[src/rtl/cu_fsm.sv]
// Multicycle control unit: sequences fetch, execute and write-back for each
// instruction and inserts a single INTR cycle at instruction boundaries.
//
// state | meaning
// INIT  | after reset: clear PC, force pcSource to 0
// FETCH | read instruction memory
// EXEC  | decode opcode, issue enables; loads go on to WB
// WB    | load data written to register file, PC advances
// INTR  | vector to mtvec, save mepc
module cu_fsm (
   input  logic       CLK,
   input  logic       RST,
   input  logic [6:0] opcode,
   input  logic [2:0] func3,
   input  logic       intr,
   input  logic       mie,
   output logic       PCWrite,
   output logic       regWrite,
   output logic       memWE2,
   output logic       memRDEN1,
   output logic       memRDEN2,
   output logic       rst_out,
   output logic       csr_WE,
   output logic       int_taken,
   output logic       mret_exec
);

   localparam logic [6:0] OPC_LOAD   = 7'b0000011;
   localparam logic [6:0] OPC_STORE  = 7'b0100011;
   localparam logic [6:0] OPC_BRANCH = 7'b1100011;
   localparam logic [6:0] OPC_LUI    = 7'b0110111;
   localparam logic [6:0] OPC_AUIPC  = 7'b0010111;
   localparam logic [6:0] OPC_JAL    = 7'b1101111;
   localparam logic [6:0] OPC_JALR   = 7'b1100111;
   localparam logic [6:0] OPC_OPIMM  = 7'b0010011;
   localparam logic [6:0] OPC_OP     = 7'b0110011;
   localparam logic [6:0] OPC_SYSTEM = 7'b1110011;

   typedef enum logic [2:0] {
      INIT  = 3'd0,
      FETCH = 3'd1,
      EXEC  = 3'd2,
      WB    = 3'd3,
      INTR  = 3'd4
   } state_t;

   state_t state_q, state_d;
   logic   intr_pend_q, intr_pend_d;
   logic   take_intr;

   always_ff @(posedge CLK) begin
      if (RST) begin
         state_q     <= INIT;
         intr_pend_q <= 1'b0;
      end else begin
         state_q     <= state_d;
         intr_pend_q <= intr_pend_d;
      end
   end

   // Leaving INTR clears the pending flag, but a request still present on that edge re-arms it.
   assign intr_pend_d = intr | (intr_pend_q & (state_q != INTR));
   assign take_intr   = intr_pend_q & mie;

   always_comb begin
      state_d   = state_q;
      PCWrite   = 1'b0;
      regWrite  = 1'b0;
      memWE2    = 1'b0;
      memRDEN1  = 1'b0;
      memRDEN2  = 1'b0;
      rst_out   = 1'b0;
      csr_WE    = 1'b0;
      int_taken = 1'b0;
      mret_exec = 1'b0;
      case (state_q)
         INIT: begin
            rst_out = 1'b1;
            state_d = FETCH;
         end
         FETCH: begin
            memRDEN1 = 1'b1;
            state_d  = EXEC;
         end
         EXEC: begin
            state_d = take_intr ? INTR : FETCH;
            PCWrite = 1'b1;
            case (opcode)
               OPC_LOAD: begin
                  PCWrite  = 1'b0;
                  memRDEN2 = 1'b1;
                  state_d  = WB;
               end
               OPC_STORE:  memWE2 = 1'b1;
               OPC_BRANCH: ;
               OPC_LUI, OPC_AUIPC, OPC_JAL, OPC_JALR, OPC_OPIMM, OPC_OP:
                  regWrite = 1'b1;
               OPC_SYSTEM: begin
                  if (func3 == 3'b000) begin
                     mret_exec = 1'b1;
                  end else begin
                     csr_WE   = 1'b1;
                     regWrite = 1'b1;
                  end
               end
               default: ;
            endcase
         end
         WB: begin
            regWrite = 1'b1;
            PCWrite  = 1'b1;
            state_d  = take_intr ? INTR : FETCH;
         end
         INTR: begin
            int_taken = 1'b1;
            PCWrite   = 1'b1;
            state_d   = FETCH;
         end
         default: state_d = INIT;
      endcase
   end

endmodule

[config.mk]
export PLATFORM = sky130hd
export DESIGN_NAME = cu_fsm
export DESIGN_NICKNAME = d
export VERILOG_FILES = /design/src/rtl/cu_fsm.sv
export SDC_FILE = /design/constraint.sdc
export NUM_CORES = 1
export LEC_CHECK = 0
export BUFFER_PORTS_ARGS = -buffer_cell sky130_fd_sc_hd__buf_2
export CAP_MARGIN = 20
export CORE_AREA = 2 2 39 41
export CTS_CLUSTER_SIZE = 28
export DETAILED_ROUTE_END_ITERATION = 12
export DIE_AREA = 0 0 41 43
export PLACE_DENSITY_LB_ADDON = 0.3
export RECOVER_POWER = 100
export SYNTH_ARGS = -nofsm -noshare
export SYNTH_HDL_FRONTEND = slang
export SYNTH_SLANG_ARGS = --single-unit
export TNS_END_PERCENT = 100
[constraint.sdc]
create_clock -name CLK -period 1.4 [get_ports CLK]
set_clock_uncertainty 0.05 [all_clocks]
set_input_delay 0.07 -clock CLK [delete_from_list [all_inputs] [get_ports CLK]]
set_output_delay 0.07 -clock CLK [all_outputs]
set_load 0.005 [all_outputs]
==> results.sh, run 1 <==
export IMPL_syn_avg_cell_area_sq_um=7.478
export IMPL_synth_most_common_cell="nor2_1"
export IMPL_gr_total_overflow=0
export IMPL_setup_violations=3
export IMPL_hold_viol_final=0
export IMPL_fin_nets=92
export IMPL_ant_nets=0
export IMPL_synth_cells=43
export IMPL_core_area_sq_um=1384
export IMPL_swShare_pct=30.89
export IMPL_synthTopCellsByArea="dfxtp_1 (25%), nor2_1 (5.8%), nor4_1 (5.8%)"
export IMPL_fmaxAchievable_ghz=0.6760
export IMPL_root_buffer="clkbuf_4"
export IMPL_cts_buffers=3
export IMPL_clock_path_buffers=2
export IMPL_cap_violations=0
export IMPL_fin_crit_ns=1.479
export IMPL_finalWeightedCongestion=0.7558
export IMPL_ios=23
export IMPL_clk_insertion_delay_late_ns=0.25
export IMPL_drive_above_1_share_pct=60.53
export IMPL_crit_type="flip-flop to output pin"
export IMPL_synth_ff_type="dfxtp_1"
export IMPL_ir_drop_mv=0.4327
export IMPL_clkTransAtPathRegs_ns=0.04
export IMPL_synthDistinctLibCells=25
export IMPL_dp_hpwl_microns=761.6
export IMPL_async_flop_share_pct=0
export IMPL_violations="setup timing"
export IMPL_synth_seq_cells=4
export IMPL_fin_crit_sh_pct=105.7
export IMPL_netlist_area_leader_share_pct=24.90
export IMPL_die_width_microns=41
export IMPL_placed_area_sq_um=486.7
export IMPL_die_area_sq_um=1763
export IMPL_grtUsageTotal_pct=14.00
export IMPL_cell_internal_pwr_uw=284.7
export IMPL_synth_seq_area_share_pct=24.90
export IMPL_power_switching_uw=127.2
export IMPL_first_global_vias=405
export IMPL_comb_power_share_pct=30.0
export IMPL_worstPathRequired_ns=1.28
export IMPL_clock_sinks=4
export IMPL_drtPass1Iterations=3
export IMPL_insertedDiodeCount=0
export IMPL_synth_edf_count=0
export IMPL_rows=14
export IMPL_crit_path_start_kind="flip-flop"
export IMPL_die_h_microns=43
export IMPL_whs_ns=0.04102
export IMPL_initial_utilization_pct=23.24
export IMPL_routed_via_density=4.989
export IMPL_tightest_slew_ns=0.2351
export IMPL_antenna_found_initial=0
export IMPL_setup_tns_ns=-0.1662
export IMPL_synth_area_sq_um=321.6
export IMPL_port_buffers=22
export IMPL_cp_max_fo=4
export IMPL_fillerInstances=145
export IMPL_design_area_sq_um=595.6
export IMPL_drc=0
export IMPL_drt_total_wl_mm=1.046
export IMPL_routedWlPerCell_microns=11.37
export IMPL_power_per_cell_area_nw_per_um2=691.7
export IMPL_syn_nets=57
export IMPL_first_iter_violations=3
export IMPL_cp_end_kind="output pin"
export IMPL_pwr_share_clk_pct=38.3
export IMPL_ys_warn_count=0
export IMPL_via_count=459
export IMPL_hp_class="primary input to flip-flop"
export IMPL_cts_tree="built"
export IMPL_setup_ws_ns=-0.07930
export IMPL_cp_arrival_ns=1.36
export IMPL_pre_cts_slack_ns=-0.07074
export IMPL_power_leakage_uw=0.0002850
export IMPL_relSlewSlack_pct=84.21
export IMPL_rsz0062_at_grt="true"
export IMPL_grt_max_degree=7
export IMPL_grt_pass1_wl_mm=1.642
export IMPL_status="finished with violations"
export IMPL_seqPwrFrac_pct=31.7
export IMPL_htree_levels=1
export IMPL_drv_slew=0
export IMPL_yosys_area_top_type="dfxtp_1"
export IMPL_synth_common_cells="nor2_1 (5), dfxtp_1 (4), nand2_1 (4)"
export IMPL_syn_to_final_growth_pct=85.21
-- power by group through the flow --
stage               Sequential (uW)  Clock, uW  Combinational [uW]
CTS                             129        160                 119
finish                          131        158                 123
global placement                131          0                 104
detailed placement              131          0                 105
floorplan                       134          0                44.1
global route                    132        168                 138
-- logic make-up after synthesis --
kind of cell           count (synthesis)  share of synthesized area, %
AOI/OAI and AO/OA                      7                         14.01
and+or+nand+nor                       31                         59.93
DFF                                    4                         24.90
buffers and inverters                  1                         1.166
-- placed cells by master (no fill, tap or decap), drive strengths merged, types with 2 or more instances in the layout --
cell type,count
buf,28
nor4,3
or2,2
a21oi,2
dlygate4sd3,2
clkbuf,3
nor2,5
or3b,2
or4,2
nor3,3
o22ai,2
nand2,4
dfxtp,4
-- per-stage QoR --
step	utilization (%)	instances	total power, uW
2_1_floorplan	-	43	177.6
3_3_place_gp	35.17	85	234.8
3_5_place_dp	35.17	85	235.7
4_1_cts	41.68	92	408.2
5_1_grt	43.04	92	438.5
6_report	43.04	92	412.0
-- per-layer routing --
layer	wire length (microns)	global-route usage, %	vias to the layer above
met2	515	22.50	19
met4	14	6.000	0
li1	-	-	233
met3	96	6.283	3
met1	418	14.92	204
met5	0	0	-
-- registers in the layout, indices dropped and copies added (netlist names) --
| signal | count |
|---|---|
| state_q | 3 |
| intr_pend_q | 1 |
-- area by class of cell --
| class | count | area [sq um] | area share (%) |
|---|---|---|---|
| Sequential cell | 4 | 86.33 | 14.50 |
| Inverter | 1 | 3.754 | 0.6303 |
| Timing Repair Buffer | 30 | 175.2 | 29.41 |
| Multi-Input combinational cell | 38 | 287.8 | 48.32 |
| Clock buffer | 3 | 22.52 | 3.782 |
| Tap cell | 16 | 20.02 | 3.361 |
-- path summary, 6_finish.rpt --
path | to | slack, ns | from | cells past startpoint
setup / recovery | PCWrite | -0.08 | state_q[0]$_SDFF_PP0_ | 4
hold / removal | state_q[2]$_SDFF_PP0_ | 0.04 | mie | 3
setup reg to reg | state_q[0]$_SDFF_PP0_ | 0.02 | state_q[0]$_SDFF_PP0_ | 3
hold reg to reg | intr_pend_q$_SDFF_PP0_ | 0.44 | intr_pend_q$_SDFF_PP0_ | 2
-- critical path: stages, from the launching register on --
cell,delay [ns]
dfxtp_2,0.33
or4_4,0.44
nor3_4,0.14
o21ai_1,0.07
buf_2,0.12
-- timing repair --
| item | 4_1_cts | 5_1_grt |
|---|---|---|
| buffers inserted | 2 | 0 |
| resized for setup | 10 | 4 |
| endpoints found under the setup margin | 8 | 9 |
| hold buffers | 2 | 0 |
| hold endpoints to repair | 2 | 0 |
| pin swaps | 5 | 5 |
No activity file was read; power rests on OpenSTA's default activity.
==> inputs of run 2 (changes only) <==
Settings changed: CELL_PAD_IN_SITES_DETAIL_PLACEMENT set to 1, CELL_PAD_IN_SITES_GLOBAL_PLACEMENT set to 1, CORE_AREA 2 2 39 41 to not set, CORE_UTILIZATION set to 22, DIE_AREA 0 0 41 43 to not set.
==> run 2 against run 1 <==
The run still ends with setup timing left. Cell area increased by 12%. Die area decreased by 8.2%. Sequential share of layout area decreased by 1.9 points. Count of clock-buffer cells in the layout unchanged. Worst setup slack got worse by 0.069 ns. Core utilization increased by 7.1 points. Via count increased by 4.1%. Critical endpoint is now mret_exec. Power increased by 3.1%. Combinational power increased by 11%. Non-clock buffer count increased by 5. Critical path type unchanged.
==> results.sh, run 2 (synthesis gave the netlist of run 1 again) <==
export IMPL_fin_crit_sh_pct=110.6
export IMPL_clock_sinks=4
export IMPL_rsz0062_at_grt="true"
export IMPL_cp_arrival_ns=1.43
export IMPL_first_global_vias=465
export IMPL_port_buffers=22
export IMPL_crit_path_start_kind="flip-flop"
export IMPL_violations="setup timing"
export IMPL_design_area_sq_um=668.1
export IMPL_fin_nets=97
export IMPL_antenna_found_initial=0
export IMPL_clock_path_buffers=2
export IMPL_clkTransAtPathRegs_ns=0.04
export IMPL_cap_violations=0
export IMPL_drc=0
export IMPL_largest_registers="state_q x3, intr_pend_q x1"
export IMPL_setup_ws_ns=-0.1483
export IMPL_worstPathRequired_ns=1.28
export IMPL_drv_slew=0
export IMPL_drt_total_wl_mm=1.380
export IMPL_syn_to_final_growth_pct=107.8
export IMPL_core_area_sq_um=1334
export IMPL_die_width_microns=40.23
export IMPL_dp_cells=85
export IMPL_routedWlPerCell_microns=14.38
export IMPL_grt_max_degree=7
export IMPL_instances_no_fill=96
export IMPL_drive_above_1_share_pct=66.67
export IMPL_setup_violations=6
export IMPL_cp_end_kind="output pin"
export IMPL_cts_tree="built"
export IMPL_cp_max_fo=4
export IMPL_largest_reg_flops=3
export IMPL_grtUsageTotal_pct=19.25
export IMPL_multi_input_area_sq_um=320.3
export IMPL_hold_depth=2
export IMPL_gr_total_overflow=0
export IMPL_finalWeightedCongestion=0.7358
export IMPL_grt_pass1_wl_mm=1.959
export IMPL_initial_utilization_pct=24.11
export IMPL_clk_insertion_delay_late_ns=0.25
export IMPL_ir_drop_mv=0.3607
export IMPL_final_cell_mix="buf_2 (20), buf_4 (11), nor2_1 (5)"
export IMPL_power_per_cell_area_nw_per_um2=635.8
export IMPL_via_count=478
export IMPL_use_met1_pct=18.30
export IMPL_routed_via_density=4.979
export IMPL_placed_area_sq_um=493.0
export IMPL_ant_nets=0
export IMPL_rrSetupSlack_ns=-0.04
export IMPL_layout_commonest_cell="buf_2"
export IMPL_whs_ns=0.001787
export IMPL_r2r_cells=6
export IMPL_hp_class="primary input to flip-flop"
export IMPL_root_buffer="clkbuf_4"
export IMPL_grt_busiest_layer="met2"
export IMPL_ios=23
export IMPL_seq_area_sq_um=83.83
export IMPL_drtPass1Iterations=2
export IMPL_regMostFlops="state_q"
export IMPL_htree_levels=1
export IMPL_grt_use_met3_pct=3.333
export IMPL_use_met2_pct=37.10
export IMPL_die_area_sq_um=1618
export IMPL_fillerInstances=168
export IMPL_power_leakage_uw=0.0003246
export IMPL_die_h_microns=40.23
export IMPL_relSlewSlack_pct=82.73
export IMPL_crit_type="flip-flop to output pin"
export IMPL_fin_crit_ns=1.548
export IMPL_fmaxAchievable_ghz=0.6459
export IMPL_status="finished with violations"
export IMPL_insertedDiodeCount=0
export IMPL_rows=13
export IMPL_first_iter_violations=3
export IMPL_hold_viol_final=0
export IMPL_dp_hpwl_microns=875.8
export IMPL_tightest_slew_ns=0.2579
export IMPL_cts_buffers=3
## run 2: area by class of cell
type / count / share of cell area, %
multi-input combinational: 38 / 47.94
timing repair buffer: 35 / 32.77
sequential: 4 / 12.55
clock buffer: 3 / 3.371
tap: 15 / 2.809
inverter: 1 / 0.5618
## run 2: power by group
group,switching [uW],internal (uW)
Clock,56.8,96.5
Sequential,10.9,124
Combinational,66.3,70.1
## run 2: path summary, 6_finish.rpt
path | startpoint | endpoint
setup / recovery | state_q[0]$_SDFF_PP0_ | mret_exec
setup reg to reg | state_q[0]$_SDFF_PP0_ | state_q[2]$_SDFF_PP0_
hold / removal | RST | state_q[2]$_SDFF_PP0_
hold reg to reg | intr_pend_q$_SDFF_PP0_ | state_q[2]$_SDFF_PP0_
## run 2: per-stage QoR
| stage | utilization (%) | power [uW] | setup slack (ns) | setup TNS, ns |
|---|---|---|---|---|
| after global placement | 36.96 | 236.1 | -0.05718 | -0.1097 |
| after global routing | 50.09 | 448.5 | -0.2595 | -1.044 |
| after detailed placement | 36.96 | 237.7 | -0.09468 | -0.2150 |
| final | 50.09 | 424.8 | -0.1483 | -0.4691 |
| after floorplan | - | 177.6 | 0.02178 | 0 |
| after CTS | 45.68 | 412.2 | -0.1298 | -0.4535 |
## run 2: worst max-delay path, stage by stage (launching register included)
cell and delay, ns:
dfxtp_2 0.34, nor4b_4 0.26, nand4_1 0.20, nor4_2 0.24, buf_2 0.15
## run 2: per-layer routing
metal / wire length, microns / up-vias
li1: - / 244
met1: 538 / 221
met2: 761 / 11
met3: 58 / 2
met4: 21 / 0
met5: 0 / -
## run 2: timing repair
item | CTS | global route
gates resized for setup | 12 | 8
hold buffers | 1 | 0
pin swaps | 8 | 4
setup endpoints to repair | 9 | 10
buffers inserted | 5 | 3
hold endpoints to repair | 1 | 0
==> inputs of run 3 (changes only) <==
Settings changed: ABC_AREA set to 1, CORE_ASPECT_RATIO set to 1.2, GPL_ROUTABILITY_DRIVEN set to 1.
==> run 3 against run 2 <==
Count of clock-buffer cells in the layout did not move. Critical path depth grew 1. The flow now finishes without violations. Synthesized cell count rose by 37%. Maximum frequency increased by 20%. Cell area fell by 23%. Register-to-register slack improved by 0.37 ns. Critical path type unchanged. Hold slack improved by 0.0042 ns. Highest routed layer is now met3. Clock power down 5%. Global-route usage down 5.0 points. Final cell count up 6.3%. Power fell by 11%. Via count fell by 4.6%.
==> results.sh, run 3 <==
export IMPL_status="completed"
export IMPL_async_flop_share_pct=0
export IMPL_synth_edf_count=0
export IMPL_synth_area_sq_um=359.1
export IMPL_drc=0
export IMPL_fmaxAchievable_ghz=0.7739
export IMPL_power_leakage_uw=0.0002717
export IMPL_fin_crit_sh_pct=92.30
export IMPL_synth_seq_area_share_pct=22.30
export IMPL_clock_sinks=4
export IMPL_cp_end_kind="output pin"
export IMPL_cts_buffers=3
export IMPL_first_global_vias=441
export IMPL_cp_slowest_stage_delay_ns=0.36
export IMPL_cp_max_fo=5
export IMPL_crit_family="flip-flops"
export IMPL_finalWeightedCongestion=0.7779
export IMPL_routedWlPerCell_microns=10.03
export IMPL_power_per_cell_area_nw_per_um2=738.7
export IMPL_layout_commonest_cell="buf_2"
export IMPL_crit_type="flip-flop to output pin"
export IMPL_seqPwrFrac_pct=35.2
export IMPL_drtPass1Iterations=4
export IMPL_insertedDiodeCount=0
export IMPL_synth_seq_cells=4
export IMPL_worstPathRequired_ns=1.28
export IMPL_startpoint="state_q[1]$_SDFF_PP0_"
export IMPL_ir_drop_mv=0.3985
export IMPL_largest_registers="state_q x3, intr_pend_q x1"
export IMPL_clock_path_buffers=2
export IMPL_setup_tns_ns=0
export IMPL_grtUsageTotal_pct=14.27
export IMPL_power_switching_uw=117.6
export IMPL_hp_class="primary input to flip-flop"
export IMPL_swShare_pct=31.03
export IMPL_comb_power_share_pct=26.1
export IMPL_ant_nets=0
export IMPL_relSlewSlack_pct=83.38
export IMPL_dp_hpwl_microns=852.8
export IMPL_r2r_start="state_q[0]$_SDFF_PP0_"
export IMPL_largest_reg_flops=3
export IMPL_crit_path_start_kind="flip-flop"
export IMPL_rows=15
export IMPL_crit_slowest_cell="dfxtp_4"
export IMPL_synth_most_common_cell="nand2_1"
export IMPL_setup_violations=0
export IMPL_synthTopCellsByArea="dfxtp_1 (22%), nand2_1 (15%), inv_1 (9.4%)"
export IMPL_critical_path_cell_chain="inv_2 > nor2_4 > nand4_1 > inv_1 > buf_2"
export IMPL_design_area_sq_um=513.0
export IMPL_fin_nets=101
export IMPL_port_buffers=22
export IMPL_post_route_util_pct=34.60
export IMPL_final_cell_mix="buf_2 (16), nand2_1 (14), inv_1 (9)"
export IMPL_regMostFlops="state_q"
export IMPL_syn_avg_cell_area_sq_um=6.086
export IMPL_gr_total_overflow=0
export IMPL_synthDistinctLibCells=15
export IMPL_grt_max_degree=7
export IMPL_cts_setup_buffers=0
export IMPL_hold_viol_final=0
export IMPL_antenna_found_initial=0
export IMPL_drt_total_wl_mm=1.023
export IMPL_fin_crit_ns=1.292
export IMPL_cts_tree="built"
export IMPL_grt_pass1_wl_mm=1.738
export IMPL_clkTransAtPathRegs_ns=0.04
export IMPL_crit_buf_inv=3
export IMPL_cp_arrival_ns=1.17
export IMPL_placed_area_sq_um=490.5
export IMPL_root_buffer="clkbuf_4"
export IMPL_min_from="intr"
export IMPL_initial_utilization_pct=24.22
export IMPL_ios=23
export IMPL_synth_ff_type="dfxtp_1"
export IMPL_first_iter_violations=3
export IMPL_drv_slew=0
export IMPL_die_h_microns=46.26
export IMPL_rsz0062_at_grt="false"
export IMPL_p_total_uw=378.9
export IMPL_pwr_share_clk_pct=38.6
export IMPL_core_area_sq_um=1483
export IMPL_routed_via_density=4.471
export IMPL_clk_insertion_delay_late_ns=0.24
export IMPL_synth_cells=59
export IMPL_drive_above_1_share_pct=32.94
export IMPL_htree_levels=1
export IMPL_cap_violations=0
export IMPL_cell_internal_pwr_uw=261.4
export IMPL_ys_warn_count=0
export IMPL_syn_nets=73
export IMPL_syn_to_final_growth_pct=42.86
export IMPL_via_count=456
export IMPL_fillerInstances=207
export IMPL_yosys_area_top_type="dfxtp_1"
export IMPL_tightest_slew_ns=0.2489
export IMPL_netlist_area_leader_share_pct=22.30
export IMPL_die_width_microns=38.88
export IMPL_synth_common_cells="nand2_1 (14), inv_1 (9), nor2_1 (8)"
export IMPL_die_area_sq_um=1798
==> run 3: path summary, 6_finish.rpt <==
| kind | endpoint | slack [ns] | depth (start not counted) |
|---|---|---|---|
| setup / recovery | memRDEN2 | 0.11 | 5 |
| hold / removal | intr_pend_q$_SDFF_PP0_ | 0.006 | 3 |
| setup reg to reg | intr_pend_q$_SDFF_PP0_ | 0.33 | 4 |
| hold reg to reg | state_q[2]$_SDFF_PP0_ | 0.45 | 2 |
==> run 3: metrics by stage <==
step | cells | hold slack (ns) | setup WS, ns
after floorplan | 59 | 0.08907 | 0.4584
after global placement | 98 | 0.2261 | 0.3317
after detailed placement | 98 | 0.2287 | 0.2448
after CTS | 102 | 0.01049 | 0.04990
after global routing | 102 | 0.01254 | 0.01862
final | 102 | 0.005952 | 0.1078
==> run 3: repair_timing <==
action | in CTS | in global routing
resized for setup | 1 | 2
endpoints found under the hold margin | 3 | 0
pin swaps | 0 | 2
hold buffers | 1 | 0
endpoints found under the setup margin | 1 | 2
==> run 3: logic make-up (layout without fill, tap and decap cells) <==
group,count (synthesis),after routing,synth area share [%]
buf+inv,12,38,12.54
simple gates,38,38,57.49
flops,4,4,22.30
compound gates,5,5,7.667
==> run 3: area by class of cell <==
type,instances,area [sq um],area share (%)
repair buffers,23,112.6,21.95
flip-flops and latches,4,83.83,16.34
well taps,17,21.27,4.146
multi-input cells,43,227.7,44.39
inverters,12,45.04,8.780
clock buffers,3,22.52,4.390
==> run 3: layer usage <==
layer	GRT usage, %	vias up	share of wire, %
met4	6.207	0	0
met3	2.899	0	6.2
li1	-	238	-
met5	0	-	0
met1	13.99	197	40
met2	27.67	21	54
==> run 3: power by group through the flow <==
stage	Sequential (uW)	Combinational, uW	Clock (uW)
finish	134	99.1	146
global route	135	115	164
CTS	135	102	155
detailed placement	136	99.0	0
global placement	136	97.2	0
floorplan	134	55.9	0
==> run 3: worst reg2reg max path: cells and delay by family (launching register included) <==
family / cells / cell delay (ns)
AOI/OAI and AO/OA: 1 / 0.15
and+or+nand+nor: 3 / 0.39
DFF: 1 / 0.37
